### config.mk
export PLATFORM = sky130hd
export DESIGN_NAME = vend_transaction_ctrl
export DESIGN_NICKNAME = d
export VERILOG_FILES = /design/src/rtl/vend_pkg.sv /design/src/rtl/vend_idle_timer.sv /design/src/rtl/vend_transaction_ctrl.sv
export SDC_FILE = /design/constraint.sdc
export NUM_CORES = 1
export LEC_CHECK = 0
export CAP_MARGIN = 20
export CORE_UTILIZATION = 34
export CTS_CLUSTER_DIAMETER = 60
export DETAILED_ROUTE_END_ITERATION = 8
export GPL_ROUTABILITY_DRIVEN = 0
export SETUP_SLACK_MARGIN = 0.15
export SYNTH_ARGS = -nofsm -noshare
export SYNTH_HDL_FRONTEND = slang
export SYNTH_SLANG_ARGS = --single-unit
### constraint.sdc
create_clock -name clock -period 11.5 [get_ports clock]
set_input_delay 1.725 -clock clock [delete_from_list [all_inputs] [get_ports clock]]
set_output_delay 1.725 -clock clock [all_outputs]
set_load 0.03 [all_outputs]
### src/rtl/vend_pkg.sv
`default_nettype none
// ============================================================================
// vend_pkg : shared FSM states, request modes and coin decode for the vending
//            transaction front end.  Rev 1.0
// ============================================================================
package vend_pkg;

  typedef enum logic [2:0] {
    ST_IDLE     = 3'd0,
    ST_LOOKUP   = 3'd1,
    ST_CHECK    = 3'd2,
    ST_DISPENSE = 3'd3,
    ST_CHANGE   = 3'd4,
    ST_REFUND   = 3'd5
  } state_t;

  localparam logic [1:0] MODE_CHARGE = 2'b00;
  localparam logic [1:0] MODE_BUY    = 2'b01;
  localparam logic [1:0] MODE_PRICE  = 2'b10;

  localparam int NUM_PRODUCTS_DEF = 5;
  localparam int PRICE_W          = 4;
  localparam int COUNT_W          = 4;
  localparam int CODE_W           = 3;
  localparam int COIN_W           = 4;

  function automatic logic [COIN_W-1:0] coin_value(input logic [1:0] coin_type);
    case (coin_type)
      2'b00:   return 4'd1;
      2'b01:   return 4'd2;
      2'b10:   return 4'd5;
      default: return 4'd10;
    endcase
  endfunction

endpackage
`default_nettype wire

### src/rtl/vend_idle_timer.sv
`default_nettype none
// ============================================================================
// vend_idle_timer : idle-cycle counter, expire flags the TIMEOUT-th idle cycle.
//                   Rev 1.0
// ============================================================================
module vend_idle_timer #(
  parameter int TIMEOUT = 1000
) (
  input  logic clock,
  input  logic reset_n,
  input  logic clear,
  input  logic enable,
  output logic expire
);

  localparam int              CNT_W = $clog2(TIMEOUT);
  localparam logic [CNT_W-1:0] LAST = CNT_W'(TIMEOUT - 1);

  logic [CNT_W-1:0] count;

  always_ff @(posedge clock or negedge reset_n) begin
    if (!reset_n) begin
      count <= '0;
    end else if (clear || !enable) begin
      count <= '0;
    end else if (count != LAST) begin
      count <= count + CNT_W'(1);
    end
  end

  assign expire = enable && (count == LAST);

endmodule
`default_nettype wire

### src/rtl/vend_transaction_ctrl.sv
`default_nettype none
// ============================================================================
// vend_transaction_ctrl : coin credit, product check, buy handshake and
//                         change/refund front end.  Rev 1.0
// ============================================================================
module vend_transaction_ctrl
  import vend_pkg::*;
#(
  parameter int CREDIT_W     = 8,
  parameter int MAX_CREDIT   = 150,
  parameter int TIMEOUT      = 1000,
  parameter int NUM_PRODUCTS = NUM_PRODUCTS_DEF
) (
  input  logic                clock,
  input  logic                reset_n,
  input  logic                coin_valid,
  input  logic [1:0]          coin_type,
  input  logic                sel_valid,
  input  logic [CODE_W-1:0]   sel_code,
  input  logic [COUNT_W-1:0]  sel_count,
  input  logic                cancel,
  output logic [CODE_W-1:0]   q_code,
  input  logic [PRICE_W-1:0]  q_price,
  input  logic [COUNT_W-1:0]  q_stock,
  output logic                buy_valid,
  output logic [1:0]          buy_mode,
  output logic [CODE_W-1:0]   buy_code,
  output logic [COUNT_W-1:0]  buy_count,
  input  logic                buy_ack,
  output logic                coin_reject,
  output logic                err_stock,
  output logic                err_credit,
  output logic                change_valid,
  output logic [CREDIT_W-1:0] change_amt,
  output logic [CREDIT_W-1:0] credit
);

  localparam logic [CREDIT_W:0] MAX_C = (CREDIT_W + 1)'(MAX_CREDIT);

  state_t                       state;
  logic [CODE_W-1:0]            code_r;
  logic [COUNT_W-1:0]           count_r;
  logic [CREDIT_W-1:0]          total_r;

  logic                         idle;
  logic [CREDIT_W:0]            coin_sum;
  logic                         coin_ok;
  logic                         take_cancel;
  logic                         take_sel;
  logic                         timeout;
  logic                         expire;
  logic [PRICE_W+COUNT_W-1:0]   prod;
  logic [CREDIT_W-1:0]          total_w;
  logic                         bad_stock;
  logic                         bad_credit;
  logic                         check_fail;

  assign idle        = (state == ST_IDLE);
  assign coin_sum    = {1'b0, credit} + (CREDIT_W + 1)'(coin_value(coin_type));
  // A coin arriving together with a cancel or a selection is always handed back.
  assign coin_ok     = idle && coin_valid && !cancel && !sel_valid && (coin_sum <= MAX_C);
  assign take_cancel = idle && cancel && (credit != '0);
  assign take_sel    = idle && sel_valid && !take_cancel;
  assign timeout     = expire && !take_cancel && !take_sel && !coin_ok;

  assign prod        = q_price * count_r;
  assign total_w     = CREDIT_W'(prod);
  assign bad_stock   = (int'(code_r) >= NUM_PRODUCTS) || (count_r == '0) || (q_stock < count_r);
  assign bad_credit  = (credit < total_w);
  assign check_fail  = (state == ST_CHECK) && (bad_stock || bad_credit);
  assign buy_mode    = MODE_BUY;

  vend_idle_timer #(
    .TIMEOUT (TIMEOUT)
  ) u_timer (
    .clock   (clock),
    .reset_n (reset_n),
    .clear   (coin_ok || take_sel || check_fail),
    .enable  (idle && (credit != '0)),
    .expire  (expire)
  );

  always_ff @(posedge clock or negedge reset_n) begin
    if (!reset_n) begin
      state        <= ST_IDLE;
      credit       <= '0;
      code_r       <= '0;
      count_r      <= '0;
      total_r      <= '0;
      q_code       <= '0;
      buy_valid    <= 1'b0;
      buy_code     <= '0;
      buy_count    <= '0;
      coin_reject  <= 1'b0;
      err_stock    <= 1'b0;
      err_credit   <= 1'b0;
      change_valid <= 1'b0;
      change_amt   <= '0;
    end else begin
      coin_reject  <= coin_valid && !coin_ok;
      err_stock    <= 1'b0;
      err_credit   <= 1'b0;
      change_valid <= 1'b0;
      case (state)
        ST_IDLE: begin
          if (coin_ok) credit <= coin_sum[CREDIT_W-1:0];
          if (take_cancel || timeout) begin
            state <= ST_REFUND;
          end else if (take_sel) begin
            code_r  <= sel_code;
            count_r <= sel_count;
            q_code  <= sel_code;
            state   <= ST_LOOKUP;
          end
        end
        ST_LOOKUP: state <= ST_CHECK;
        ST_CHECK: begin
          total_r <= total_w;
          if (bad_stock) begin
            err_stock <= 1'b1;
            state     <= ST_IDLE;
          end else if (bad_credit) begin
            err_credit <= 1'b1;
            state      <= ST_IDLE;
          end else begin
            buy_valid <= 1'b1;
            buy_code  <= code_r;
            buy_count <= count_r;
            state     <= ST_DISPENSE;
          end
        end
        ST_DISPENSE: begin
          if (buy_ack) begin
            buy_valid <= 1'b0;
            credit    <= credit - total_r;
            state     <= ST_CHANGE;
          end
        end
        ST_CHANGE: begin
          if (credit != '0) begin
            change_valid <= 1'b1;
            change_amt   <= credit;
            credit       <= '0;
          end
          state <= ST_IDLE;
        end
        ST_REFUND: begin
          change_valid <= 1'b1;
          change_amt   <= credit;
          credit       <= '0;
          state        <= ST_IDLE;
        end
        default: state <= ST_IDLE;
      endcase
    end
  end

endmodule
`default_nettype wire

## Word-level counts from Yosys, hierarchy flattened

Cells that the tools add are included.

- Bits in registers: 56
- Bits of input ports: 23
- Output and inout port bits: 33
- Word-level logic and storage cells: 108

- Add/sub/neg operators: 3
- Multipliers: 1
- $lt $le $gt $ge: 4
- Equal/unequal tests: 15
- Mux-type cells: 26
- Bitwise operators: 3
- Reduce and logical (&&, ||, !) cells: 42

Operator list:

| cell | count |
|---|---|
| $mux 8 | 4 |
| $pmux 8 s4 | 1 |
| $mux 10 | 2 |
| $pmux 8 s2 | 1 |
| $logic_and 1x1->1 | 15 |
| $pmux 3 s4 | 1 |
| $pmux 4 s3 | 1 |
| $add 10x1->10 const B | 1 |
| $eq 10x10->1 const B | 1 |
| $ne 10x10->1 const B | 1 |
| $add 8x4->9 | 1 |
| $le 9x8->1 const B | 1 |
| $mux 1 | 9 |
| $mux 3 | 3 |
| $lt 8x8->1 | 1 |
| $mul 4x4->8 | 1 |
| $ne 2x2->1 const B | 4 |
| $reduce_and 4->1 | 2 |
| $reduce_bool 8->1 | 1 |
| $sub 8x8->8 | 1 |
| $logic_or 1x1->1 | 7 |
| $eq 3x2->1 const B | 2 |
| $eq 3x3->1 const B | 2 |
| $logic_not 1->1 | 6 |
| other kinds (17) | 25 |

## Longest topological paths before layout

- Word-level depth: 11
- Mapped depth: 17

## Hierarchy

From an unflattened synthesis, not the netlist that was laid out.

- Cells, all modules: 402
- Area, all modules: 3,983.8 um^2

By module, submodules not included:

| module | times used | cells an instance | area an instance (um^2) | sequential area each (um^2) |
|---|---|---|---|---|
| vend_transaction_ctrl | 1 | 345 | 3,413.3 | 1,151.1 |
| vend_idle_timer | 1 | 57 | 570.5 | 250.2 |

## Worst setup path before layout

OpenSTA, ideal clock, no wires.

- Path kind: input-to-reg
- Start: input q_price[0]
- End: register buy_code[0]
- Library setup time: 0.125 ns
- Arrival: 5.190 ns
- Data required time: 11.375 ns
- Path slack: 6.186 ns
- Cell stages on the path: 16
- Path through: nand2_1 -> fa_1 -> inv_1 -> fa_1 -> inv_1 -> fa_1 -> inv_1 -> a21o_1 -> a21oi_1 -> xor2_1 -> ha_1 -> o21a_1 -> o21ai_0 -> a32o_1 -> nor4_4 -> mux2_2

- Cells in the longest elaborated chain, start to end: 4

Ends and longest elaborated chain:

| item | RTL line | source |
|---|---|---|
| from (decl) | vend_transaction_ctrl.sv:23 | `input logic [PRICE_W-1:0] q_price,` |
| $mul 4x4->8 | vend_transaction_ctrl.sv:66 | `assign prod = q_price * count_r;` |
| $lt 8x8->1 | vend_transaction_ctrl.sv:69 | `assign bad_credit = (credit < total_w);` |
| $not 1->1 (no line) | n/a |  |
| $reduce_and 3->1 (no line) | n/a |  |
| to (signal assigned) | vend_transaction_ctrl.sv:127 | `buy_code <= code_r;` |
| to (decl) | vend_transaction_ctrl.sv:27 | `output logic [CODE_W-1:0] buy_code,` |

Every way passes these cells.
A chain may end at the register's enable or synchronous reset.

## Final worst setup path

Ends and elaborated chain as after synthesis.

==> reports/qor.txt <==
P_leak: 0.00205 µW
Dpl hpwl: 6070 µm
Synth Instances: 382
# Max-Cap Violations: 0
Pwr dens: 279 nW/µm²
Height of the chip: 106 µm
Required @ worst endpoint: 11.69 ns
EDFF count, synth: 0
Most frequent cells in the layout: 56 x dfrtp_1, 52 x clkdlybuf4s50_1, 39 x nand2_1
I/O Buffers: 53
Fmax: 170 MHz
Post-synthesis register bit count: 56
Row count: 37
CP Cell Sequence: clkdlybuf4s50_1 -> nand2_1 -> fa_1 -> inv_1 -> fa_1 -> ha_1 -> a21o_1 -> a21oi_1 -> o21bai_1 -> a21oi_1 -> xor2_1 -> ha_1 -> nor3_1 -> a32o_1 -> nor4_4 -> mux2_2
Total core area: 10,400 µm²
Vias/cell: 5.04
Setup bufs post-CTS: 0
Total number of vias: 2,881
Post-route setup TNS: 0 ns
Slew Limit Headroom: 0.521
TritonRoute pass-1 iters: 6
Arr. time, crit path: 6.09 ns
# resized after CTS: 0
Yosys warning count: 0
Grt ovf: 0
Ys async rst share: 1.00
# diodes: 0
Top FF cell, synth: dfrtp_1
Final period util: 0.513
Outcome: complete, no violations
Tightest Pin Transition: 0.718 ns
NumNets Final: 498
Final Total Pwr: 1240 µW
Worst hold path class: flip-flop to flip-flop
Hold Buf Count CTS: 0
P&R area growth vs syn: 20.7%
Crit start category: input pin
Post-layout minimum cycle time: 5.90 ns
Pins Over Slew Limit: 0
Post-route DRC: 0
Post-Layout Cell Count: 572
Tot GR Track Use: 0.152
Avg Inst Size Synth: 9.64 µm²
Largest net degree at the start of global routing: 57
CTS Sinks: 56
Setup violators final: 0
Die area: 11,200 µm²
Worst Path Max Fanout: 10
Antenna Nets Post-Route: 0
RSZ-0062 raised after global routing: no
Setup Skew: 0.0126 ns
First-pass GRT wire length: 13,800 µm
Most common cell after layout, fill and taps aside: dfrtp_1
DIE WIDTH: 106 µm
Final Hold Fails: 0
Unique masters post-synth: 58
Syn nets: 445
Post-Syn Area: 3680 µm²
Sequential area share after synthesis: 0.381
Final Instance Area: 4440 µm²
Clock Pin Slew Worst Setup and Hold Paths: 0.10 ns
Core Util, Final: 0.426
TritonCTS clock tree: yes
Max incr delay on CP: 0.55 ns
Layout cells sized above 1: 0.0826
Post-Place Cells: 564
IO Pins: 56
Clock Path Buffers: 2
Post-DP Area: 4340 µm²
Initial Utilization: 0.353
DR WL/cell: 14.0 µm
Clock latency on the worst-skew pair: 0.31 ns
First DRT Iteration DRCs: 116
CP Class: input pin to flip-flop
Vias in the first global route: 2,958
Routed WL: 7980 µm
H-tree Lvls: 2
Cts bufs inserted: 5
Endpoint class of the critical path: flip-flop
Root Driver: clkbuf_8
VDD IR max: 0.108 mV
Initial antenna violation count: 0
Critical path's slowest cell: fa_1
==> synthesized netlist by cell type, types with 2 or more instances <==
cell type | instances | share of area
dfrtp_1 | 56 | 0.38
nand2_1 | 39 | 0.040
ha_1 | 34 | 0.12
inv_1 | 32 | 0.033
nor2_1 | 25 | 0.025
o21ai_0 | 24 | 0.033
and2_1 | 15 | 0.025
mux2_2 | 14 | 0.043
a21oi_1 | 13 | 0.018
xor2_1 | 13 | 0.031
nand3_1 | 9 | 0.012
a21o_1 | 7 | 0.014
o21a_1 | 7 | 0.014
xnor2_1 | 7 | 0.017
fa_1 | 6 | 0.033
a31oi_1 | 5 | 0.0085
nand4_1 | 5 | 0.0085
o22ai_1 | 5 | 0.0085
clkbuf_1 | 4 | 0.0041
a211oi_1 | 3 | 0.0061
and3_1 | 3 | 0.0051
buf_4 | 3 | 0.0061
mux2i_1 | 3 | 0.0082
nand2b_1 | 3 | 0.0051
nor2b_1 | 3 | 0.0051
o211ai_1 | 3 | 0.0061
a21boi_0 | 2 | 0.0041
a22oi_1 | 2 | 0.0041
a32o_1 | 2 | 0.0054
buf_2 | 2 | 0.0027
conb_1 | 2 | 0.0020
nor3_1 | 2 | 0.0027
nor4_1 | 2 | 0.0034
o21ai_1 | 2 | 0.0027
o21bai_1 | 2 | 0.0041
==> flip-flops by register name, indices dropped and copies added (netlist names) <==
register       flops
total_r            8
buy_count          4
buy_code           3
coin_reject        1
u_timer.count     10
change_valid       1
change_amt         8
buy_valid          1
state              3
err_stock          1
code_r             3
credit             8
err_credit         1
count_r            4
==> report_power, final <==
| part | total [µW] | internal, µW | switching (µW) |
|---|---|---|---|
| logic | 763 | 338 | 425 |
| registers | 360 | 270 | 89.8 |
| clock network | 115 | 49.0 | 66.3 |
==> critical path: cells and delay by family <==
kind                       cells  cell delay, ns
xor gates and xnor gates       1            0.20
and+or+nand+nor                3            0.67
adders and majority gates      4            1.54
muxes                          1            0.41
buffers and inverters          2            0.57
AOI/OAI and AO/OA              5            0.98
==> metrics by stage <==
step / hold slack, ns / setup slack (ns)
2_1_floorplan: 0.450 / 6.19
6_report: 0.481 / 5.60
3_5_place_dp: 0.463 / 5.25
3_3_place_gp: 0.459 / 5.43
4_1_cts: 0.490 / 5.57
5_1_grt: 0.512 / 5.34
==> cells by family (layout without fill, tap and decap cells) <==
family                     count (synthesis)  in the layout  share of synthesized area
and+or+nand+nor                          116            116                      0.160
AOI/OAI and AO/OA                         89             89                      0.162
DFF                                       56             56                      0.381
buffers and inverters                     41             95                     0.0455
adders and majority gates                 40             40                      0.148
xor gates and xnor gates                  20             20                     0.0476
muxes                                     18             18                     0.0540
other                                      2              2                    0.00204
==> area by class of cell <==
type                            instances  area, µm²
Clock inverter                          2       15.0
Clock buffer                            6       82.6
Tap cell                              136        170
Fill cell                            1056       5970
Multi-Input combinational cell        285       2110
Inverter                               32        120
Timing Repair Buffer                   55        541
Sequential cell                        56       1400
==> final timing paths <==
kind / startpoint / to / slack (ns) / depth (start not counted)
worst max-delay path: q_price[0] / buy_code[0] / 5.60 / 16
worst min register to register: change_amt[4] / change_amt[4] / 0.48 / 2
worst min-delay path: change_amt[4] / change_amt[4] / 0.48 / 2
max in group asynchronous: reset_n / total_r[4] / 9.47 / 2
worst max register to register: count_r[3] / buy_code[0] / 7.03 / 15
min in group asynchronous: reset_n / change_valid / 1.54 / 2
==> layer usage <==
layer | vias to the layer above | wire length (µm) | GRT usage
met5 | - | 0 | 0
met4 | 0 | 65 | 0.0347
met3 | 6 | 323 | 0.0288
met2 | 60 | 3810 | 0.261
met1 | 1373 | 3780 | 0.196
li1 | 1442 | - | -
Power figures use the tool's default switching activity.
